**src/rtl/mem_bus_pkg.sv**
```systemverilog
// Shared definitions for the memory-bus controller slice.
// Holds the request size encodings, the controller state and region
// enums, and the helper that turns a size code into a byte-lane mask.
package mem_bus_pkg;

    localparam logic [1:0] SZ_B = 2'b00;
    localparam logic [1:0] SZ_H = 2'b01;
    localparam logic [1:0] SZ_W = 2'b10;
    localparam logic [1:0] SZ_D = 2'b11;

    typedef enum logic [1:0] {
        S_IDLE,
        S_ACCESS,
        S_RESP,
        S_FAULT
    } state_t;

    typedef enum logic [1:0] {
        REG_NONE,
        REG_RAM,
        REG_ROM
    } region_t;

    // Right-justified byte-lane mask for an access of the given size.
    function automatic logic [7:0] size_mask(input logic [1:0] size);
        case (size)
            SZ_B:    return 8'h01;
            SZ_H:    return 8'h03;
            SZ_W:    return 8'h0F;
            default: return 8'hFF;
        endcase
    endfunction

endpackage

```
**src/rtl/mem_bus_ctrl_lane_align.sv**
```systemverilog
// mem_lane_align: combinational byte-lane steering for a 64-bit bus.
// Stores: byte enables and store data moved up to the addressed lane.
// Loads:  device data moved down from the addressed lane, trimmed to the
//         access size and sign- or zero-extended.
// Ports:
//   size, offset, is_signed : latched request attributes (offset = addr[2:0])
//   wdata                   : right-justified store data
//   dev_rdata               : raw dword from the selected device
//   be, lane_wdata          : store-side lane enables and aligned data
//   load_data               : extended load result
module mem_lane_align
    import mem_bus_pkg::*;
#(
    parameter int DATA_WIDTH = 64
) (
    input  logic [1:0]            size,
    input  logic [2:0]            offset,
    input  logic                  is_signed,
    input  logic [DATA_WIDTH-1:0] wdata,
    input  logic [DATA_WIDTH-1:0] dev_rdata,
    output logic [7:0]            be,
    output logic [DATA_WIDTH-1:0] lane_wdata,
    output logic [DATA_WIDTH-1:0] load_data
);

    logic [5:0]            bit_shift;
    logic [DATA_WIDTH-1:0] shifted;

    assign bit_shift  = {offset, 3'b000};
    assign be         = size_mask(size) << offset;
    assign lane_wdata = wdata << bit_shift;
    assign shifted    = dev_rdata >> bit_shift;

    // The sign bit sits at the top of the trimmed field, so it moves with size.
    always_comb begin
        load_data = shifted;
        case (size)
            SZ_B:    load_data = {{(DATA_WIDTH-8){is_signed & shifted[7]}}, shifted[7:0]};
            SZ_H:    load_data = {{(DATA_WIDTH-16){is_signed & shifted[15]}}, shifted[15:0]};
            SZ_W:    load_data = {{(DATA_WIDTH-32){is_signed & shifted[31]}}, shifted[31:0]};
            default: load_data = shifted;
        endcase
    end

endmodule

```
**src/rtl/mem_bus_ctrl.sv**
```systemverilog
// mem_bus_ctrl: load/store port to on-chip RAM + ROM.
// Decodes the byte address against the RAM and ROM windows, runs a fixed
// number of wait cycles per region, and returns a one-cycle ready pulse
// (with error for faults) instead of driving a shared bus.
// Ports:
//   clock, reset                   : clock and async active-high reset
//   req_*                          : datapath request / response handshake
//   ram_en/we/addr/be/wdata/rdata  : RAM device port (rdata one cycle after en)
//   rom_en/addr/rdata              : ROM device port (rdata one cycle after en)
module mem_bus_ctrl
    import mem_bus_pkg::*;
#(
    parameter int                    DATA_WIDTH    = 64,
    parameter int                    ADDR_WIDTH    = 32,
    parameter logic [ADDR_WIDTH-1:0] RAM_BASE      = 32'h00020000,
    parameter int                    RAM_ADDR_BITS = 10,
    parameter logic [ADDR_WIDTH-1:0] ROM_BASE      = 32'h00000000,
    parameter int                    ROM_ADDR_BITS = 10,
    parameter int                    RAM_WAIT      = 0,
    parameter int                    ROM_WAIT      = 1
) (
    input  logic                     clock,
    input  logic                     reset,
    input  logic                     req_read,
    input  logic                     req_write,
    input  logic [ADDR_WIDTH-1:0]    req_addr,
    input  logic [1:0]               req_size,
    input  logic                     req_signed,
    input  logic [DATA_WIDTH-1:0]    req_wdata,
    output logic [DATA_WIDTH-1:0]    req_rdata,
    output logic                     req_ready,
    output logic                     req_error,
    output logic                     ram_en,
    output logic                     ram_we,
    output logic [RAM_ADDR_BITS-4:0] ram_addr,
    output logic [7:0]               ram_be,
    output logic [DATA_WIDTH-1:0]    ram_wdata,
    input  logic [DATA_WIDTH-1:0]    ram_rdata,
    output logic                     rom_en,
    output logic [ROM_ADDR_BITS-4:0] rom_addr,
    input  logic [DATA_WIDTH-1:0]    rom_rdata
);

    localparam int LO_BITS = (RAM_ADDR_BITS > ROM_ADDR_BITS) ? RAM_ADDR_BITS : ROM_ADDR_BITS;
    localparam logic [ADDR_WIDTH-1:0] RAM_LOW = ADDR_WIDTH'((64'd1 << RAM_ADDR_BITS) - 64'd1);
    localparam logic [ADDR_WIDTH-1:0] ROM_LOW = ADDR_WIDTH'((64'd1 << ROM_ADDR_BITS) - 64'd1);

    state_t                state, next_state;
    region_t               region_q, dec_region;
    logic                  dec_fault, misaligned;
    logic [LO_BITS-1:0]    addr_q;
    logic [1:0]            size_q;
    logic                  signed_q;
    logic                  write_q;
    logic [DATA_WIDTH-1:0] wdata_q;
    logic [2:0]            wait_cnt;
    logic [7:0]            lane_be;
    logic [DATA_WIDTH-1:0] lane_wdata;
    logic [DATA_WIDTH-1:0] load_data;
    logic [DATA_WIDTH-1:0] dev_rdata;

    // Address decode on the live request; RAM is checked first so an
    // overlapping window resolves to RAM.
    always_comb begin
        dec_region = REG_NONE;
        if ((req_addr & ~RAM_LOW) == RAM_BASE) begin
            dec_region = REG_RAM;
        end else if ((req_addr & ~ROM_LOW) == ROM_BASE) begin
            dec_region = REG_ROM;
        end
        case (req_size)
            SZ_H:    misaligned = req_addr[0];
            SZ_W:    misaligned = |req_addr[1:0];
            SZ_D:    misaligned = |req_addr[2:0];
            default: misaligned = 1'b0;
        endcase
        dec_fault = (req_read & req_write) | (dec_region == REG_NONE) | misaligned
                    | ((dec_region == REG_ROM) & req_write);
    end

    // State register plus the request latch and wait counter, all cleared
    // by reset so every derived output returns to zero at once.
    always_ff @(posedge clock or posedge reset) begin
        if (reset) begin
            state    <= S_IDLE;
            region_q <= REG_NONE;
            addr_q   <= '0;
            size_q   <= '0;
            signed_q <= 1'b0;
            write_q  <= 1'b0;
            wdata_q  <= '0;
            wait_cnt <= '0;
        end else begin
            state <= next_state;
            if (state == S_IDLE && (req_read || req_write)) begin
                region_q <= dec_region;
                addr_q   <= req_addr[LO_BITS-1:0];
                size_q   <= req_size;
                signed_q <= req_signed;
                write_q  <= req_write;
                wdata_q  <= req_wdata;
                wait_cnt <= (dec_region == REG_RAM) ? 3'(RAM_WAIT) : 3'(ROM_WAIT);
            end else if (state == S_ACCESS && wait_cnt != 3'd0) begin
                wait_cnt <= wait_cnt - 3'd1;
            end
        end
    end

    // Next-state logic: ACCESS holds until the wait counter has run out.
    always_comb begin
        next_state = state;
        case (state)
            S_IDLE: begin
                if (req_read || req_write) begin
                    next_state = dec_fault ? S_FAULT : S_ACCESS;
                end
            end
            S_ACCESS: begin
                if (wait_cnt == 3'd0) begin
                    next_state = S_RESP;
                end
            end
            default: next_state = S_IDLE;
        endcase
    end

    assign dev_rdata = (region_q == REG_ROM) ? rom_rdata : ram_rdata;

    mem_lane_align #(
        .DATA_WIDTH(DATA_WIDTH)
    ) u_lane_align (
        .size      (size_q),
        .offset    (addr_q[2:0]),
        .is_signed (signed_q),
        .wdata     (wdata_q),
        .dev_rdata (dev_rdata),
        .be        (lane_be),
        .lane_wdata(lane_wdata),
        .load_data (load_data)
    );

    // Outputs are purely a function of state and latched request, so a
    // reset (which forces IDLE) silences every output immediately.
    always_comb begin
        req_rdata = '0;
        req_ready = 1'b0;
        req_error = 1'b0;
        ram_en    = 1'b0;
        ram_we    = 1'b0;
        ram_addr  = '0;
        ram_be    = '0;
        ram_wdata = '0;
        rom_en    = 1'b0;
        rom_addr  = '0;
        case (state)
            S_ACCESS: begin
                if (region_q == REG_RAM) begin
                    ram_en    = 1'b1;
                    ram_we    = write_q;
                    ram_addr  = addr_q[RAM_ADDR_BITS-1:3];
                    ram_be    = lane_be;
                    ram_wdata = write_q ? lane_wdata : '0;
                end else begin
                    rom_en   = 1'b1;
                    rom_addr = addr_q[ROM_ADDR_BITS-1:3];
                end
            end
            S_RESP: begin
                req_ready = 1'b1;
                req_rdata = write_q ? '0 : load_data;
            end
            S_FAULT: begin
                req_ready = 1'b1;
                req_error = 1'b1;
            end
            default: ;
        endcase
    end

endmodule

```
**config.mk**
```make
export PLATFORM = sky130hd
export DESIGN_NAME = mem_bus_ctrl
export DESIGN_NICKNAME = d
export VERILOG_FILES = /design/src/rtl/mem_bus_pkg.sv /design/src/rtl/mem_bus_ctrl_lane_align.sv /design/src/rtl/mem_bus_ctrl.sv
export SDC_FILE = /design/constraint.sdc
export NUM_CORES = 1
export LEC_CHECK = 0
export CAP_MARGIN = 20
export CORE_AREA = 2 2 150 152
export CTS_CLUSTER_DIAMETER = 120
export DETAILED_ROUTE_END_ITERATION = 12
export DIE_AREA = 0 0 152 154
export GPL_TIMING_DRIVEN = 0
export PLACE_DENSITY_LB_ADDON = 0.3
export SLEW_MARGIN = 20
export SYNTH_ARGS = -nofsm -noshare
export SYNTH_HDL_FRONTEND = slang
export SYNTH_SLANG_ARGS = --single-unit
```
**constraint.sdc**
```tcl
create_clock -name clock -period 8.3 [get_ports clock]
set_clock_uncertainty 0.05 [all_clocks]
set_input_delay 2.075 -clock clock [delete_from_list [all_inputs] [get_ports clock]]
set_output_delay 2.075 -clock clock [all_outputs]
set_load 0.02 [all_outputs]
```
==> results of run 1 <==
[placed cells by master (no fill, tap or decap), drive strengths merged, types with 3 or more instances in the layout]
cell type / n
o2bb2ai: 13
o21ai: 44
nor2: 63
nor2b: 16
nor3: 15
a21o: 6
a221o: 10
o211ai: 9
or2: 3
mux2i: 63
diode: 8
inv: 12
and3: 24
a22o: 11
o22ai: 10
a211oi: 33
a311oi: 14
clkbuf: 57
nand3: 3
o211a: 5
dfrtp: 85
clkdlybuf4s50: 385
clkinv: 4
nor4: 4
buf: 56
nand2: 280
nand2b: 6
a31oi: 27
a22oi: 10
mux4: 78
a21oi: 50
mux2: 25
and2: 27
[power by group through the flow]
stage	clock network, W	logic (W)	registers (W)
2_1_floorplan	0	0.00184	0.000732
3_3_place_gp	0	0.00267	0.000849
3_5_place_dp	0	0.00271	0.000851
4_1_cts	0.000453	0.00272	0.000844
5_1_grt	0.000467	0.00298	0.000870
6_report	0.000453	0.00280	0.000858
[through the flow]
stage / cell area (µm²) / hold WS (ns) / setup slack (ns) / instances
2_1_floorplan: 9100 / 0.391 / 2.48 / 1069
3_3_place_gp: 13300 / 0.415 / 1.12 / 1734
3_5_place_dp: 13300 / 0.419 / 1.07 / 1735
4_1_cts: 13700 / 0.436 / 1.06 / 1751
5_1_grt: 13700 / 0.455 / 0.919 / 1758
6_report: 13700 / 0.435 / 0.984 / 1759
[sequential cells by signal, indices dropped and copies added, names as in the netlist]
signal and flops:
state 2, addr_q 10, region_q 2, wdata_q 64, wait_cnt 3, size_q 2
write_q 1, signed_q 1
[synth_stat cells, types with 11 or more instances]
cell | n | share of area
nor2_1 | 62 | 0.026
dfrtp_1 | 85 | 0.23
nand2_1 | 279 | 0.12
clkbuf_1 | 48 | 0.020
mux2i_1 | 63 | 0.069
a22o_1 | 11 | 0.011
o2bb2ai_1 | 13 | 0.013
buf_2 | 21 | 0.012
mux2_2 | 25 | 0.031
nor3_1 | 15 | 0.0082
a31oi_1 | 27 | 0.019
a211oi_1 | 33 | 0.027
a311oi_1 | 14 | 0.013
mux4_2 | 78 | 0.19
and3_1 | 24 | 0.016
and2_1 | 26 | 0.018
o21ai_0 | 35 | 0.019
nor2b_1 | 16 | 0.011
buf_6 | 14 | 0.017
a21oi_1 | 50 | 0.027
[worst max-delay path, stage by stage]
cell	delay, ns
clkdlybuf4s50_1	0.52
mux2i_1	0.12
mux4_2	0.55
a21oi_1	0.22
nand2_1	0.16
buf_2	0.22
a311oi_1	0.60
clkdlybuf4s50_1	0.73
[kinds of logic after synthesis]
kind of cell               synth area share
and+or+nand+nor                       0.215
adders and majority gates           0.00275
AOI/OAI and AO/OA                     0.189
muxes                                 0.293
xor gates and xnor gates           0.000962
DFF                                   0.234
buffers and inverters                0.0656
[per-layer routing]
metal	share of wire	wire, µm	track usage
met1	0.37	17800	0.492
met2	0.46	22100	0.638
met3	0.11	5200	0.104
met4	0.057	2710	0.194
met5	0	0	0
[worst paths after layout]
path | endpoint | slack (ns) | from
worst max-delay path | req_rdata[40] | 0.98 | ram_rdata[63]
worst min-delay path | wdata_q[57] | 0.44 | wdata_q[57]
worst max register to register | wdata_q[0] | 5.72 | state[1]
worst min register to register | wdata_q[57] | 0.44 | wdata_q[57]
max in group asynchronous | wait_cnt[2] | 5.54 | reset
min in group asynchronous | wdata_q[40] | 2.06 | reset
[area by class of cell]
cell class | count | area (µm²)
clock buffers | 9 | 225
inverters | 11 | 43.8
fillers | 1886 | 8010
well taps | 280 | 350
plain buffers | 103 | 556
clock inverters | 7 | 93.8
flip-flops and latches | 85 | 2130
multi-input cells | 870 | 6380
repair buffers | 386 | 3880
diodes | 8 | 20.0
==> metrics.txt, run 1 <==
status finished clean; # resized after CTS 0; unrepaired setup endpoints after global routing false; Rows between 50 and 60; P&R area growth vs syn 50.2%; Final nets 1699; worst r2r path cells 6; Synth Area per Inst 8.51 µm²; pin count of the biggest net entering global routing 45; synth warn 0; DRC Markers 0; post-route antenna net violation count 0; Placer Congestion 1.00; max cap viols 0; Tightest Hold Check Type register to register; setup tns final 0 ns; switching power total 0.00214 W; DR vias/cell 6.33; Power Internal 0.00197 W; Yosys cell types 56; Final Hold Vio Count 0; total CTS buffers 9; hold bufs inserted after CTS 0; vias in the first global route 11.1k; GRT Total Usage 0.395; Clock Tree Buf Depth 2; fin util 0.631; Synth Instances 1069; Starting Density 0.420; die area approximately 23000 µm²; Root Buffer clkbuf_16; first-pass GRT wire length 69800 µm; CP max FO 10; clock slew at reported path FFs 0.08 ns; clock sink count 85; layout cells sized above 1 0.120; Switching Share 0.521; predominant post-synthesis flop cell dfrtp_1; Tcrit/Tclk final 0.881; initial antenna violation count 8; post-synthesis sequential area ratio 0.234; PwrDens 301 nW/µm²; Final Critical Period 7.32 ns; Power, Total 0.00411 W; endpoints failing setup 0; CTS H-tree lvls 3; crit path launch type input port; 1st-iter DRT viols 1159; core area ~22000 µm²; Max Clk Rate around 140 MHz; Clock Power Share 0.110; WS Path Type input port to output pin; Post-Route WL roughly 48000 µm; Slew HR 0.337; combinational power share 0.681; die span in y 154 µm; Setup crit end kind output pin; synthesized area just over 9000 µm²; EDFF count, synth 0; Worst Path Arrival 5.19 ns; Avg WL per Cell 27.2 µm; number of synthesized register bits 85; Worst Hold Depth 2; worst skew pair latency 0.36 ns; Synth Net Count 1302; maximum VDD drop between 0.15 and 0.2 mV; Max Slew Vio Count 0; Overflow after GRT 0; CTS tree built; I/O Buffers roughly 390; DPL Wire Length 37600 µm; async set-reset flop share out of synthesis 1.00; io pins between 300 and 400; Required @ worst endpoint 6.18 ns; via count 11.1k; static leakage power roughly 5.5 nW; drt first pass iters 8; Worst-Margin Slew 0.992 ns; die width between 150 and 200 µm; # Post-CTS Setup Buffers 0; Seq pwr share 0.209
(Power assumes the default switching activity.)
==> run 2, diff against run 1 <==
--- a/config.mk
+++ b/config.mk
@@ -6,10 +6,10 @@
 export NUM_CORES = 1
 export LEC_CHECK = 0
 export CAP_MARGIN = 20
-export CORE_AREA = 2 2 150 152
+export CORE_AREA = 4 4 147 149
 export CTS_CLUSTER_DIAMETER = 120
 export DETAILED_ROUTE_END_ITERATION = 12
-export DIE_AREA = 0 0 152 154
+export DIE_AREA = 0 0 151 153
 export GPL_TIMING_DRIVEN = 0
 export PLACE_DENSITY_LB_ADDON = 0.3
 export SLEW_MARGIN = 20
==> metrics.txt, run 2 (synthesis results as in run 1) <==
1st-iter DRT viols roughly 1.4k; via count 11.4k; first-pass GRT wire length about 71000 µm; Clock Tree Buf Depth 2; # Post-CTS Setup Buffers 0; pre-CTS worst setup slack 1.21 ns; multi-input logic area 6380 µm²; pin count of the biggest net entering global routing 45; Max Clk Rate 138 MHz; crit path launch rom_rdata[63]; drt first pass iters 6; Tcrit/Tclk final 0.871; layout cells sized above 1 0.120; endpoints failing setup 0; Placer Congestion 1.05; Max Slew Vio Count 0; Biggest register wdata_q; hold_sp addr_q[5]; Worst Path Arrival between 5 and 6 ns; clock sink count 85; static leakage power ~5.5 nW; Avg WL per Cell about 28 µm; filler instances 1671; Hold Slack 0.442 ns; vias in the first global route 11.2k; status finished clean; P&R area growth vs syn 49.7%; maximum VDD drop ~0.24 mV; core area 20200 µm²; die area 23100 µm²; CTS H-tree lvls 3; unrepaired setup endpoints after global routing false; PwrDens 302 nW/µm²; total CTS buffers 9; Setup crit end kind output pin; die width about 150 µm; Design Area, Final 13600 µm²; io pins approximately 390; worst r2r src state[1]; initial antenna violation count 1; crit path launch type input port; Slew HR 0.313; Overflow after GRT 0; clock slew at reported path FFs 0.08 ns; top flop regs wdata_q (64), addr_q (10), wait_cnt (3); register area 2130 µm²; DPL Wire Length 38200 µm; WS Path Type input port to output pin; CP max FO 10; Placed Area 13300 µm²; GRT Total Usage 0.407; Post-Route WL 48700 µm; post-route antenna net violation count 0; Tightest Hold Check Type register to register; Root Buffer clkbuf_16; hold bufs inserted after CTS 0; Final nets 1699; commonest non-fill, non-tap cell in the layout clkdlybuf4s50_1; # resized after CTS 0; Worst-Margin Slew 1.03 ns; DR vias/cell approximately 6.6; max cap viols 0; DRC Markers 0; most frequent cells in the layout 385 x clkdlybuf4s50_1, 279 x nand2_1, 85 x dfrtp_1; Largest register FFs 64; CTS tree built; die span in y 153 µm; final worst setup slack 1.07 ns; setup tns final 0 ns; Starting Density 0.451; Final Critical Period 7.23 ns; Rows 52; Required @ worst endpoint 6.18 ns; I/O Buffers approximately 390; worst skew pair latency between 0.3 and 0.4 ns; Final Hold Vio Count 0
[run 2: metal layers]
metal,up-vias,track usage,routed length [µm]
li1,4741,-,-
met1,5447,0.523,17400
met2,1028,0.646,22300
met3,202,0.109,6350
met4,0,0.174,2720
met5,-,0,0
[run 2: cell type report]
cell class / count / share of cell area
Clock buffer: 10 / 0.0168
Sequential cell: 85 / 0.156
Multi-Input combinational cell: 870 / 0.468
Antenna cell: 1 / 0.000184
Tap cell: 270 / 0.0248
Timing Repair Buffer: 386 / 0.285
Buffer: 103 / 0.0408
Inverter: 11 / 0.00321
Clock inverter: 6 / 0.00551
[run 2: worst paths after layout]
check,endpoint,slack [ns],cells past startpoint
worst min register to register,addr_q[5],0.44,2
min in group asynchronous,wdata_q[60],2.07,2
worst min-delay path,addr_q[5],0.44,2
max in group asynchronous,wait_cnt[0],5.50,3
worst max register to register,wdata_q[0],5.73,6
worst max-delay path,req_rdata[42],1.07,8
[run 2: critical path, stage by stage]
cell	delay, ns
clkdlybuf4s50_1	0.54
mux2i_1	0.13
mux4_2	0.54
a21oi_1	0.22
nand2_1	0.14
clkbuf_1	0.27
a31oi_1	0.48
clkdlybuf4s50_1	0.70
[run 2: power by group]
group	internal [W]	leakage, nW	total [W]	switching [W]
sequential	0.000613	1.05	0.000849	0.000235
combinational	0.00111	4.33	0.00282	0.00170
clock	0.000240	0.146	0.000446	0.000206
total	0.00197	5.52	0.00411	0.00214
[run 2: metrics by stage]
stage,cells,power (W),util
after floorplan,1069,0.00258,-
after global placement,1724,0.00351,0.659
after detailed placement,1725,0.00355,0.661
after CTS,1741,0.00401,0.676
after global routing,1742,0.00430,0.676
final,1742,0.00411,0.676
==> run 3, diff against run 2 <==
--- a/config.mk
+++ b/config.mk
@@ -6,10 +6,12 @@
 export NUM_CORES = 1
 export LEC_CHECK = 0
 export CAP_MARGIN = 20
-export CORE_AREA = 4 4 147 149
+export CELL_PAD_IN_SITES_DETAIL_PLACEMENT = 1
+export CELL_PAD_IN_SITES_GLOBAL_PLACEMENT = 1
+export CORE_MARGIN = 4
+export CORE_UTILIZATION = 34
 export CTS_CLUSTER_DIAMETER = 120
 export DETAILED_ROUTE_END_ITERATION = 12
-export DIE_AREA = 0 0 151 153
 export GPL_TIMING_DRIVEN = 0
 export PLACE_DENSITY_LB_ADDON = 0.3
 export SLEW_MARGIN = 20
==> metrics.txt, run 3 (synthesis results as in run 1) <==
crit path launch type input port; DPL Wire Length between 40000 and 50000 µm; CP delay by family, top buffers and inverters; Final Critical Period just over 7 ns; WS Path Type input port to output pin; total CTS buffers 9; die width 172 µm; hold bufs inserted after CTS 0; most frequent cells in the layout 385 x clkdlybuf4s50_1, 279 x nand2_1, 85 x dfrtp_1; 1st-iter DRT viols 1081; clock slew at reported path FFs 0.07 ns; max cap viols 0; delay of the slowest cell on the worst path 0.67 ns; layout cells sized above 1 0.120; Tightest Hold Check Type register to register; Switching Share 0.525; cell chain of the critical path clkdlybuf4s50_1, mux2i_1, mux4_2, a21oi_1, nand2_1, clkbuf_1, a31oi_1, clkdlybuf4s50_1; Worst Path Arrival slightly below 5 ns; DR vias/cell 6.20; die span in y 172 µm; Clock Power Share 0.105; Final Hold Vio Count 0; # Post-CTS Setup Buffers 0; P&R area growth vs syn 50.8%; drt first pass iters 5; Setup crit end kind output pin; Placer Congestion 1.01; switching power total between 0.002 and 0.0025 W; Avg WL per Cell 28.9 µm; Rows 59; Max Clk Rate 141 MHz; maximum VDD drop 0.137 mV; GRT Total Usage 0.338; Clock Tree Buf Depth 2; Required @ worst endpoint roughly 6.2 ns; critical path buffer and inverter count 3; Final nets 1699; Max Slew Vio Count 0; Tcrit/Tclk final 0.853; post-route antenna net violation count 0; Largest register FFs 64; Slew HR 0.367; crit-path most repeated cell clkdlybuf4s50_1; Biggest register wdata_q; endpoints failing setup 0; setup tns final 0 ns; Root Buffer clkbuf_16; top flop regs wdata_q (64), addr_q (10), wait_cnt (3); core area 26200 µm²; Seq pwr share 0.203; Crit-path slowest cell clkdlybuf4s50_1; commonest non-fill, non-tap cell in the layout clkdlybuf4s50_1; Worst-Margin Slew between 0.9 and 1 ns; die area between 20000 and 30000 µm²; pin count of the biggest net entering global routing 51; Starting Density 0.347; Post-Route WL ~52000 µm; Overflow after GRT 0; combinational power share 0.691; clock sink count 85; unrepaired setup endpoints after global routing false; I/O Buffers 385; pre-CTS worst setup slack approximately 1.3 ns; initial antenna violation count 2; CTS H-tree lvls 3; via count 11.2k; first-pass GRT wire length 74200 µm; static leakage power roughly 5.5 nW; CP max FO 10; io pins ~390; Power, Total 0.00417 W; final worst setup slack 1.22 ns; CTS tree built; DRC Markers 0; vias in the first global route about 12k; status finished clean; Power Internal ~0.0020 W; worst skew pair latency 0.35 ns; PwrDens between 300 and 400 nW/µm²; # resized after CTS 0
[run 3: path summary, 6_finish.rpt]
path / depth (start not counted) / from / end / slack [ns]
max: 8 / rom_rdata[47] / req_rdata[25] / 1.22
min: 2 / addr_q[4] / addr_q[4] / 0.45
max reg2reg: 6 / state[1] / wdata_q[0] / 5.80
min reg2reg: 2 / addr_q[4] / addr_q[4] / 0.45
max in group asynchronous: 3 / reset / wdata_q[18] / 5.50
min in group asynchronous: 2 / reset / addr_q[5] / 2.05
[run 3: power by group through the flow]
| stage | Sequential, W | Combinational (W) | Clock [W] |
|---|---|---|---|
| 6_report | 0.000846 | 0.00288 | 0.000439 |
| 5_1_grt | 0.000865 | 0.00306 | 0.000461 |
| 4_1_cts | 0.000838 | 0.00283 | 0.000442 |
| 3_5_place_dp | 0.000845 | 0.00280 | 0 |
| 3_3_place_gp | 0.000839 | 0.00275 | 0 |
| 2_1_floorplan | 0.000732 | 0.00184 | 0 |
[run 3: worst min-delay path, delay by kind of cell (launching register included)]
family	cells	cell delay, ns
DFF	1	0.35
and+or+nand+nor	2	0.11
[run 3: per-stage QoR]
step / hold slack, ns / util / cell area, µm² / instances
after floorplan: 0.391 / - / 9100 / 1069
after global placement: 0.418 / 0.510 / 13400 / 1789
after detailed placement: 0.440 / 0.512 / 13400 / 1790
after CTS: 0.458 / 0.524 / 13700 / 1806
after global routing: 0.488 / 0.524 / 13700 / 1807
final: 0.446 / 0.524 / 13700 / 1809
[run 3: layer usage]
layer | GRT usage | vias to the layer above | part of all wire
met5 | 0 | - | 0
met2 | 0.580 | 728 | 0.49
met4 | 0.178 | 0 | 0.058
met3 | 0.0547 | 161 | 0.079
met1 | 0.409 | 5561 | 0.38
li1 | - | 4757 | -
[run 3: area by class of cell]
type | instances | area (µm²)
Timing Repair Buffer | 386 | 3880
Clock buffer | 10 | 239
Inverter | 11 | 43.8
Clock inverter | 6 | 78.8
Antenna cell | 3 | 7.51
Buffer | 103 | 556
Sequential cell | 85 | 2130
Fill cell | 3074 | 12500
Multi-Input combinational cell | 870 | 6380
Tap cell | 335 | 419
